$ cat src/rtl/mult_div_unit_if.sv
// Request/response bundle between the pipeline and the HI/LO multiply/divide unit.
interface mult_div_unit_if #(
    parameter int WIDTH = 32,
    parameter int CTRLW = 3
);
    logic             Start;
    logic [CTRLW-1:0] MDCtrl;
    logic [WIDTH-1:0] BusA;
    logic [WIDTH-1:0] BusB;
    logic             Busy;
    logic             Done;
    logic [WIDTH-1:0] HI;
    logic [WIDTH-1:0] LO;

    modport master (
        output Start, MDCtrl, BusA, BusB,
        input  Busy, Done, HI, LO
    );

    modport slave (
        input  Start, MDCtrl, BusA, BusB,
        output Busy, Done, HI, LO
    );
endinterface

$ cat src/rtl/mult_div_unit.sv
// Multi-cycle HI/LO multiply/divide unit: radix-2 shift-add multiply, restoring divide.
// Optional MDU_FAST_MULT_EN: single-cycle combinational MULT/MULTU, divide unchanged.
module mult_div_unit #(
    parameter int WIDTH = 32,
    parameter int CTRLW = 3
) (
    input  logic           Clk,
    input  logic           Reset,
    mult_div_unit_if.slave bus
);
    localparam logic [CTRLW-1:0] OP_MULT  = 'd0;
    localparam logic [CTRLW-1:0] OP_MULTU = 'd1;
    localparam logic [CTRLW-1:0] OP_DIV   = 'd2;
    localparam logic [CTRLW-1:0] OP_DIVU  = 'd3;
    localparam logic [CTRLW-1:0] OP_MTHI  = 'd4;
    localparam logic [CTRLW-1:0] OP_MTLO  = 'd5;

    typedef enum logic [1:0] {S_IDLE, S_CALC, S_FIN, S_FMUL} state_t;

    state_t           state_reg;
    logic [4:0]       count_reg;
    logic [WIDTH-1:0] hi_reg, lo_reg;
    logic             busy_reg, done_reg;
    logic [WIDTH-1:0] acc_reg;      // partial product high half / running remainder
    logic [WIDTH-1:0] q_reg;        // multiplier / dividend shifting into quotient
    logic [WIDTH-1:0] m_reg;        // multiplicand / divisor magnitude
    logic [WIDTH-1:0] a_orig_reg;
    logic             is_div_reg, div_zero_reg, neg_lo_reg, neg_hi_reg;

    logic             req_signed, a_neg, b_neg;
    logic [WIDTH-1:0] a_mag, b_mag;
    logic [WIDTH:0]   mul_sum, div_shift, div_diff;
    logic [2*WIDTH-1:0] mag_prod, fixed_prod;
    logic [WIDTH-1:0] quo_fixed, rem_fixed;

    always_comb begin
        req_signed = (bus.MDCtrl == OP_MULT) || (bus.MDCtrl == OP_DIV);
        a_neg      = req_signed & bus.BusA[WIDTH-1];
        b_neg      = req_signed & bus.BusB[WIDTH-1];
        a_mag      = a_neg ? (~bus.BusA + 1'b1) : bus.BusA;
        b_mag      = b_neg ? (~bus.BusB + 1'b1) : bus.BusB;

        mul_sum    = {1'b0, acc_reg} + (q_reg[0] ? {1'b0, m_reg} : '0);
        div_shift  = {acc_reg, q_reg[WIDTH-1]};
        div_diff   = div_shift - {1'b0, m_reg};

`ifdef MDU_FAST_MULT_EN
        mag_prod   = (state_reg == S_FMUL) ? ({{WIDTH{1'b0}}, m_reg} * {{WIDTH{1'b0}}, q_reg})
                                           : {acc_reg, q_reg};
`else
        mag_prod   = {acc_reg, q_reg};
`endif
        fixed_prod = neg_lo_reg ? (~mag_prod + 1'b1) : mag_prod;
        quo_fixed  = neg_lo_reg ? (~q_reg + 1'b1) : q_reg;
        rem_fixed  = neg_hi_reg ? (~acc_reg + 1'b1) : acc_reg;
    end

    always_ff @(posedge Clk) begin
        if (Reset) begin
            state_reg    <= S_IDLE;
            count_reg    <= '0;
            hi_reg       <= '0;
            lo_reg       <= '0;
            busy_reg     <= 1'b0;
            done_reg     <= 1'b0;
            acc_reg      <= '0;
            q_reg        <= '0;
            m_reg        <= '0;
            a_orig_reg   <= '0;
            is_div_reg   <= 1'b0;
            div_zero_reg <= 1'b0;
            neg_lo_reg   <= 1'b0;
            neg_hi_reg   <= 1'b0;
        end else begin
            done_reg <= 1'b0;
            case (state_reg)
                S_IDLE: begin
                    if (bus.Start) begin
                        case (bus.MDCtrl)
                            OP_MTHI: hi_reg <= bus.BusA;
                            OP_MTLO: lo_reg <= bus.BusA;
                            OP_MULT, OP_MULTU: begin
                                m_reg      <= a_mag;
                                q_reg      <= b_mag;
                                acc_reg    <= '0;
                                neg_lo_reg <= a_neg ^ b_neg;
                                is_div_reg <= 1'b0;
                                count_reg  <= '0;
                                busy_reg   <= 1'b1;
`ifdef MDU_FAST_MULT_EN
                                state_reg  <= S_FMUL;
`else
                                state_reg  <= S_CALC;
`endif
                            end
                            OP_DIV, OP_DIVU: begin
                                m_reg        <= b_mag;
                                q_reg        <= a_mag;
                                acc_reg      <= '0;
                                neg_lo_reg   <= a_neg ^ b_neg;
                                neg_hi_reg   <= a_neg;
                                div_zero_reg <= (bus.BusB == '0);
                                a_orig_reg   <= bus.BusA;
                                is_div_reg   <= 1'b1;
                                count_reg    <= '0;
                                busy_reg     <= 1'b1;
                                state_reg    <= S_CALC;
                            end
                            default: ;
                        endcase
                    end
                end
                S_CALC: begin
                    if (is_div_reg) begin
                        // Restoring step: keep the subtraction only when it did not borrow.
                        if (!div_diff[WIDTH]) begin
                            acc_reg <= div_diff[WIDTH-1:0];
                            q_reg   <= {q_reg[WIDTH-2:0], 1'b1};
                        end else begin
                            acc_reg <= div_shift[WIDTH-1:0];
                            q_reg   <= {q_reg[WIDTH-2:0], 1'b0};
                        end
                    end else begin
                        acc_reg <= mul_sum[WIDTH:1];
                        q_reg   <= {mul_sum[0], q_reg[WIDTH-1:1]};
                    end
                    if (count_reg == 5'd31)
                        state_reg <= S_FIN;
                    else
                        count_reg <= count_reg + 5'd1;
                end
                S_FIN: begin
                    if (is_div_reg) begin
                        if (div_zero_reg) begin
                            hi_reg <= a_orig_reg;
                            lo_reg <= '1;
                        end else begin
                            hi_reg <= rem_fixed;
                            lo_reg <= quo_fixed;
                        end
                    end else begin
                        hi_reg <= fixed_prod[2*WIDTH-1:WIDTH];
                        lo_reg <= fixed_prod[WIDTH-1:0];
                    end
                    busy_reg  <= 1'b0;
                    done_reg  <= 1'b1;
                    state_reg <= S_IDLE;
                end
                S_FMUL: begin
                    hi_reg    <= fixed_prod[2*WIDTH-1:WIDTH];
                    lo_reg    <= fixed_prod[WIDTH-1:0];
                    busy_reg  <= 1'b0;
                    done_reg  <= 1'b1;
                    state_reg <= S_IDLE;
                end
                default: state_reg <= S_IDLE;
            endcase
        end
    end

    assign bus.Busy = busy_reg;
    assign bus.Done = done_reg;
    assign bus.HI   = hi_reg;
    assign bus.LO   = lo_reg;
endmodule

$ cat src/flat_wrapper.sv
// flat-port wrapper written by rule: the top's interface ports become plain ports
module mult_div_unit_flat 
#(
    parameter int WIDTH = 32,
    parameter int CTRLW = 3
)
  (Clk, Reset, bus_Start, bus_MDCtrl, bus_BusA, bus_BusB, bus_Busy, bus_Done, bus_HI, bus_LO);
  mult_div_unit_if #(.WIDTH(WIDTH), .CTRLW(CTRLW)) bus_i ();
  input  logic Clk;
  input  logic Reset;
  input wire logic [$bits(bus_i.Start)-1:0] bus_Start;
  input wire logic [$bits(bus_i.MDCtrl)-1:0] bus_MDCtrl;
  input wire logic [$bits(bus_i.BusA)-1:0] bus_BusA;
  input wire logic [$bits(bus_i.BusB)-1:0] bus_BusB;
  output wire logic [$bits(bus_i.Busy)-1:0] bus_Busy;
  output wire logic [$bits(bus_i.Done)-1:0] bus_Done;
  output wire logic [$bits(bus_i.HI)-1:0] bus_HI;
  output wire logic [$bits(bus_i.LO)-1:0] bus_LO;
  assign bus_i.Start = bus_Start;
  assign bus_i.MDCtrl = bus_MDCtrl;
  assign bus_i.BusA = bus_BusA;
  assign bus_i.BusB = bus_BusB;
  assign bus_Busy = bus_i.Busy;
  assign bus_Done = bus_i.Done;
  assign bus_HI = bus_i.HI;
  assign bus_LO = bus_i.LO;
  mult_div_unit #(.WIDTH(WIDTH), .CTRLW(CTRLW)) u_core (.Clk(Clk), .Reset(Reset), .bus(bus_i));
endmodule
$ cat config.mk
export PLATFORM = sky130hd
export DESIGN_NAME = mult_div_unit_flat
export DESIGN_NICKNAME = d
export VERILOG_FILES = /design/src/rtl/mult_div_unit_if.sv /design/src/rtl/mult_div_unit.sv /design/src/flat_wrapper.sv
export SDC_FILE = /design/constraint.sdc
export NUM_CORES = 1
export LEC_CHECK = 0
export CAP_MARGIN = 5
export CORE_AREA = 2 2 179 181
export DETAILED_ROUTE_END_ITERATION = 8
export DIE_AREA = 0 0 181 183
export GPL_ROUTABILITY_DRIVEN = 1
export HOLD_SLACK_MARGIN = 0.03
export PLACE_DENSITY = 0.81
export SLEW_MARGIN = 10
export SYNTH_ARGS = -nofsm -noshare
export SYNTH_HDL_FRONTEND = slang
export SYNTH_SLANG_ARGS = --single-unit
export TNS_END_PERCENT = 30
$ cat constraint.sdc
create_clock -name Clk -period 9.45 [get_ports Clk]
set_input_delay 1.4175 -clock Clk [delete_from_list [all_inputs] [get_ports Clk]]
set_output_delay 1.4175 -clock Clk [all_outputs]
set_load 0.01 [all_outputs]
==> results of run 1 <==
[tightest hold or removal path, stage by stage, from the launching register on]
cell     delay [ns]
dfxtp_1        0.31
nand2_1        0.05
a21oi_1        0.05
[routing by layer]
metal	share of wire [%]	wire length [µm]	GRT usage, %
met1	40	25600	49.7
met2	42	26600	56.5
met3	13	8040	8.36
met4	5.3	3400	17.7
met5	0	0	0
[logic make-up (layout without fill, tap and decap cells)]
kind of cell | after synthesis | after routing | share of synthesized area, %
AOI/OAI and AO/OA | 727 | 727 | 27.5
other | 0 | 1 | 0
and+or+nand+nor | 866 | 866 | 23.3
adders and majority gates | 72 | 72 | 5.39
muxes | 58 | 58 | 3.45
DFF | 205 | 205 | 24.2
xor gates and xnor gates | 199 | 199 | 10.3
buffers and inverters | 261 | 267 | 5.86
[power by group through the flow]
stage,combinational [mW],clock (mW),sequential [mW]
after floorplan,0.359,0,0.937
after global placement,0.514,0,0.960
after detailed placement,0.523,0,0.961
after CTS,0.526,0.971,0.943
after global routing,0.583,1.00,0.949
final,0.545,0.974,0.946
[cell usage in the layout (no fill, tap or decap), types with 54 or more instances in the layout]
cell type,instances
dfxtp_1,202
a21oi_1,212
a211oi_1,89
mux2i_1,54
inv_1,65
nand2_1,326
clkdlybuf4s50_1,134
xnor2_1,102
xor2_1,96
ha_1,70
nor2_1,230
o21ai_0,145
nor3_1,71
[final cells by class]
| type | instances | area [µm²] | share of cell area [%] |
|---|---|---|---|
| multi-input cells | 1922 | 11900 | 62.3 |
| flip-flops and latches | 205 | 4110 | 21.5 |
| repair buffers | 160 | 1540 | 8.03 |
| clock buffers | 33 | 716 | 3.74 |
| well taps | 402 | 503 | 2.63 |
| inverters | 66 | 248 | 1.29 |
| clock inverters | 8 | 98.8 | 0.516 |
| diodes | 1 | 2.50 | 0.0131 |
[path summary, 6_finish.rpt]
kind                                                      from                              end  slack (ns)  depth (start not counted)
worst max-delay path                              bus_BusA[18]    u_core.q_reg[28]$_SDFFE_PP0P_        5.04                         10
worst min-delay path             u_core.m_reg[12]$_SDFFE_PP0P_    u_core.m_reg[12]$_SDFFE_PP0P_        0.45                          2
worst max register to register  u_core.acc_reg[0]$_SDFFE_PP0P_  u_core.acc_reg[11]$_SDFFE_PP0P_        5.31                         11
worst min register to register   u_core.m_reg[12]$_SDFFE_PP0P_    u_core.m_reg[12]$_SDFFE_PP0P_        0.45                          2
[cell usage after synthesis (12+ instances only)]
master	count	share of area, %
xnor2_1	103	5.3
nand2_1	327	7.2
mux2i_1	54	3.2
xor2_1	96	5.0
o211ai_1	31	1.4
a21oi_1	212	6.2
nand3_1	46	1.4
or3_1	29	1.1
nand2b_1	17	0.63
ha_1	70	5.2
buf_1	20	0.44
dfxtp_1	205	24
clkbuf_1	170	3.8
a31oi_1	27	0.99
nor2_1	233	5.2
and3_1	32	1.2
o21ai_0	145	4.3
and2_1	23	0.85
a221o_1	13	0.77
o21a_1	13	0.57
o31ai_1	40	1.8
nor2b_1	12	0.44
a311oi_1	16	0.83
a211oi_1	89	3.9
nor4_1	15	0.55
nor3_1	73	2.2
inv_1	65	1.4
a21o_1	30	1.3
[through the flow]
| step | util (%) | setup slack [ns] |
|---|---|---|
| after global placement | 58.7 | 4.69 |
| after global routing | 61.3 | 4.89 |
| after floorplan | - | 5.60 |
| after CTS | 61.3 | 5.15 |
| after detailed placement | 58.7 | 4.63 |
| final | 61.3 | 5.04 |
==> impl_metrics.yaml, run 1 <==
status:
  status: "finished clean"
layout:
  fin_area_um2: 19100
  final_nets: 2521
  drive_gt1_share_pct: 4.47
  fillers: 2792
  area_delta_synth_final_pct: 12.7
  final_cells: 2797
placed_design:
  dpl.cell_count: 2755
  numPortBuffers: 135
  placed_cell_area_um2: 18300
  hpwl_mm: 46.4
  gp_congestion: 0.984
clocking:
  numCtsBuffers: 24
  htree_levels: 1
  clock-sinks: 205
  cts_resized: 0
  cts_setup_buffers: 0
  path_clk_slew_ns: 0.06
  clock_latency_ns: 0.54
  cts_tree: "built"
  root_buffer: "clkbuf_16"
  ctsHoldBuffers: 0
  cts.path.max_buffers: 3
global_routing:
  antenna_found_initial: 0
  grt_pass1_wl_mm: 97.8
  grt_max_degree: 92
  grt_pass1_vias: 17100
  overflow: 0
  gr-usage-all-layers_pct: 37.0
power:
  clkPwrFrac_pct: 39.5
  p_sw_uw: 790
  p_int_mw: 1.68
  comb_power_share_pct: 22.1
  seqPwrFrac_pct: 38.4
  power.density_nw_per_um2: 129
  ir_drop_v: 0.000147
  switching_share_pct: 32.1
  power_mw: 2.47
  power.leakage_nw: 7.35
detailed_routing:
  via_per_inst: 6.68
  first_pass_iters: 8
  drt_wl_total_mm: 63.7
  dr_total_vias: 18700
  ant_nets: 0
  drc: 0
  first_iter_violations: 2520
  avgRoutedWirePerCell_um: 22.8
worst_setup_path:
  crit_top_cell: "or3_1"
  critical_path_arrival_ns: 4.86
  max_stage_delay_ns: 0.66
  crit_type: "input port to flop"
  cp-end-kind: "flop"
  required_ns: 9.90
  critPathSlowestCell: "or4_1"
  critPathLaunchType: "input port"
  crit_family: "simple AND/OR/NAND/NOR gates"
  path_cells: "clkdlybuf4s50_1 -> or4_1 -> or3_1 -> or3_1 -> nor2_1 -> nand3_1 -> o31ai_1 -> xnor2_1 -> a31oi_1 -> nor3_1"
  cp_max_fo: 7
  path_buf_inv: 1
timing:
  hold_viol: 0
  fmax_ghz: 0.227
  finalSetupTns_ns: 0
  setup_viol: 0
  rsz0062_at_grt: "no"
  skew_ns: 0.0205
  hold-worst-slack_ns: 0.455
  worstMarginPinSlew_ns: 1.24
  slew_viol_final: 0
  min_period_ns: 4.41
  slew_headroom_pct: 16.7
  post-route-period-util_pct: 46.7
floorplanning:
  dieArea_um2: 33100
  ios: 136
  core_um2: 31200
  rows: 65
  start_util_pct: 54.4
  dieWidth_um: 181
  die_h_um: 183
yosys:
  syn_area_um2: 17000
  netlist_instances: 2388
  synth_edf_count: 0
  syn-num-nets: 2530
  yosysUniqueCellTypes: 79
  synth_flop_cell: "dfxtp_1"
  synth-seq-cells: 205
  async_flop_share_pct: 0
  yosys_warnings: 0
  ys_seq_area_share_pct: 24.2
  syn_area_per_cell_um2: 7.11
min_path:
  min_path_type: "flop to flop"
run:
  cap_violations: 0
No activity file was read; power rests on OpenSTA's default activity.
==> inputs of run 2 (changes only) <==
==> constraint.sdc (replaced) <==
create_clock -name Clk -period 4.3 [get_ports Clk]
set_input_delay 0.645 -clock Clk [delete_from_list [all_inputs] [get_ports Clk]]
set_output_delay 0.645 -clock Clk [all_outputs]
set_load 0.01 [all_outputs]
==> impl_metrics.yaml, run 2 (synthesized netlist as in run 1, its figures left out) <==
timing:
  setup_viol: 0
  slew_headroom_pct: 21.6
  fmax_ghz: 0.259
  hold_viol: 0
  skew_ns: 0.0205
  rsz0062_at_grt: "no"
  slew_viol_final: 0
  worstMarginPinSlew_ns: 1.17
  finalSetupTns_ns: 0
  min_period_ns: 3.87
  post-route-period-util_pct: 90.0
clocking:
  cts_resized: 0
  root_buffer: "clkbuf_16"
  cts.path.max_buffers: 3
  path_clk_slew_ns: 0.06
  cts_tree: "built"
  numCtsBuffers: 25
  ctsHoldBuffers: 0
  clock_latency_ns: 0.53
  htree_levels: 1
  clock-sinks: 205
  cts_setup_buffers: 0
detailed_routing:
  ant_nets: 0
  avgRoutedWirePerCell_um: 22.5
  drt_wl_total_mm: 64.0
  drc: 0
  first_pass_iters: 8
  dr_total_vias: 18800
  first_iter_violations: 3017
  via_per_inst: 6.63
layout:
  area_delta_synth_final_pct: 15.3
  final_nets: 2566
  drive_gt1_share_pct: 6.19
  n_antenna_cell: 0
  final_common_cell: "nand2_1"
  final_cell_mix: "326 x nand2_1, 230 x nor2_1, 212 x a21oi_1"
global_routing:
  overflow: 0
  gr-usage-all-layers_pct: 37.1
  grt_pass1_wl_mm: 97.7
  grt_pass1_vias: 17000
  antenna_found_initial: 0
  grt_max_degree: 78
floorplanning:
  core_um2: 31200
  die_h_um: 183
  rows: 65
  dieArea_um2: 33100
  dieWidth_um: 181
  start_util_pct: 54.4
  ios: 136
run:
  cap_violations: 0
worst_setup_path:
  required_ns: 4.75
  crit_type: "flop to flop"
  cp-end-kind: "flop"
  cp_max_fo: 4
  max_stage_delay_ns: 0.74
  critPathSlowestCell: "a2111oi_0"
  critical_path_arrival_ns: 4.32
  path_cells: "inv_1 -> ha_1 -> nor2b_1 -> o2111ai_1 -> a2111oi_0 -> buf_4 -> or2_2 -> o221ai_1 -> o211ai_1 -> nor3_1 -> a2111o_1 -> a211oi_1"
  critPathLaunchType: "flop"
placed_design:
  hpwl_mm: 47.4
  numPortBuffers: 135
  gp_congestion: 1.01
power:
  power.density_nw_per_um2: 290
  ir_drop_v: 0.000287
  power_mw: 5.68
  power.leakage_nw: 7.63
status:
  status: "finished clean"
min_path:
  min_path_type: "flop to flop"
run 2: routing by layer:
metal / vias up / GRT usage (%) / routed length, µm / part of all wire [%]
met2: 1222 / 56.1 / 26600 / 41
met5: - / 0 / 0 / 0
li1: 8629 / - / - / -
met3: 195 / 7.45 / 7660 / 12
met4: 0 / 15.8 / 3110 / 4.9
met1: 8789 / 51.6 / 26700 / 42
run 2: final timing paths:
kind,start,cells after the start,slack (ns),end
max,u_core.m_reg[1]$_SDFFE_PP0P_,12,0.43,u_core.acc_reg[31]$_SDFFE_PP0P_
min,u_core.m_reg[2]$_SDFFE_PP0P_,2,0.45,u_core.m_reg[2]$_SDFFE_PP0P_
min reg2reg,u_core.m_reg[2]$_SDFFE_PP0P_,2,0.45,u_core.m_reg[2]$_SDFFE_PP0P_
max reg2reg,u_core.m_reg[1]$_SDFFE_PP0P_,12,0.43,u_core.acc_reg[31]$_SDFFE_PP0P_
run 2: area by class of cell:
class                   instances  area [µm²]
inverters                      66         248
multi-input cells            1922       11900
well taps                     402         503
fillers                      2810       11700
clock inverters                10         206
repair buffers                204        1880
flip-flops and latches        205        4110
clock buffers                  34         709
run 2: through the flow:
| step | util, % | cell area, µm² | hold WS, ns | std cells | worst slack, ns |
|---|---|---|---|---|---|
| after floorplan | - | 17000 | 0.425 | 2388 | 0.818 |
| after global placement | 59.7 | 18700 | 0.441 | 2799 | 0.498 |
| after detailed placement | 59.7 | 18700 | 0.447 | 2799 | 0.461 |
| after CTS | 62.7 | 19600 | 0.455 | 2843 | 0.580 |
| after global routing | 62.7 | 19600 | 0.478 | 2843 | 0.290 |
| final | 62.7 | 19600 | 0.454 | 2843 | 0.432 |
run 2: report_power, final:
group	total [mW]	switching [mW]	internal, mW
registers	2.07	0.0951	1.97
clock network	2.37	0.863	1.51
logic	1.24	0.787	0.456
run 2: critical path, delay by kind of cell, from the launching register on:
family	cells	cell delay [ns]
compound gates	6	2.34
simple gates	3	0.43
flops	1	0.42
buf+inv	2	0.32
fa+ha+maj	1	0.28
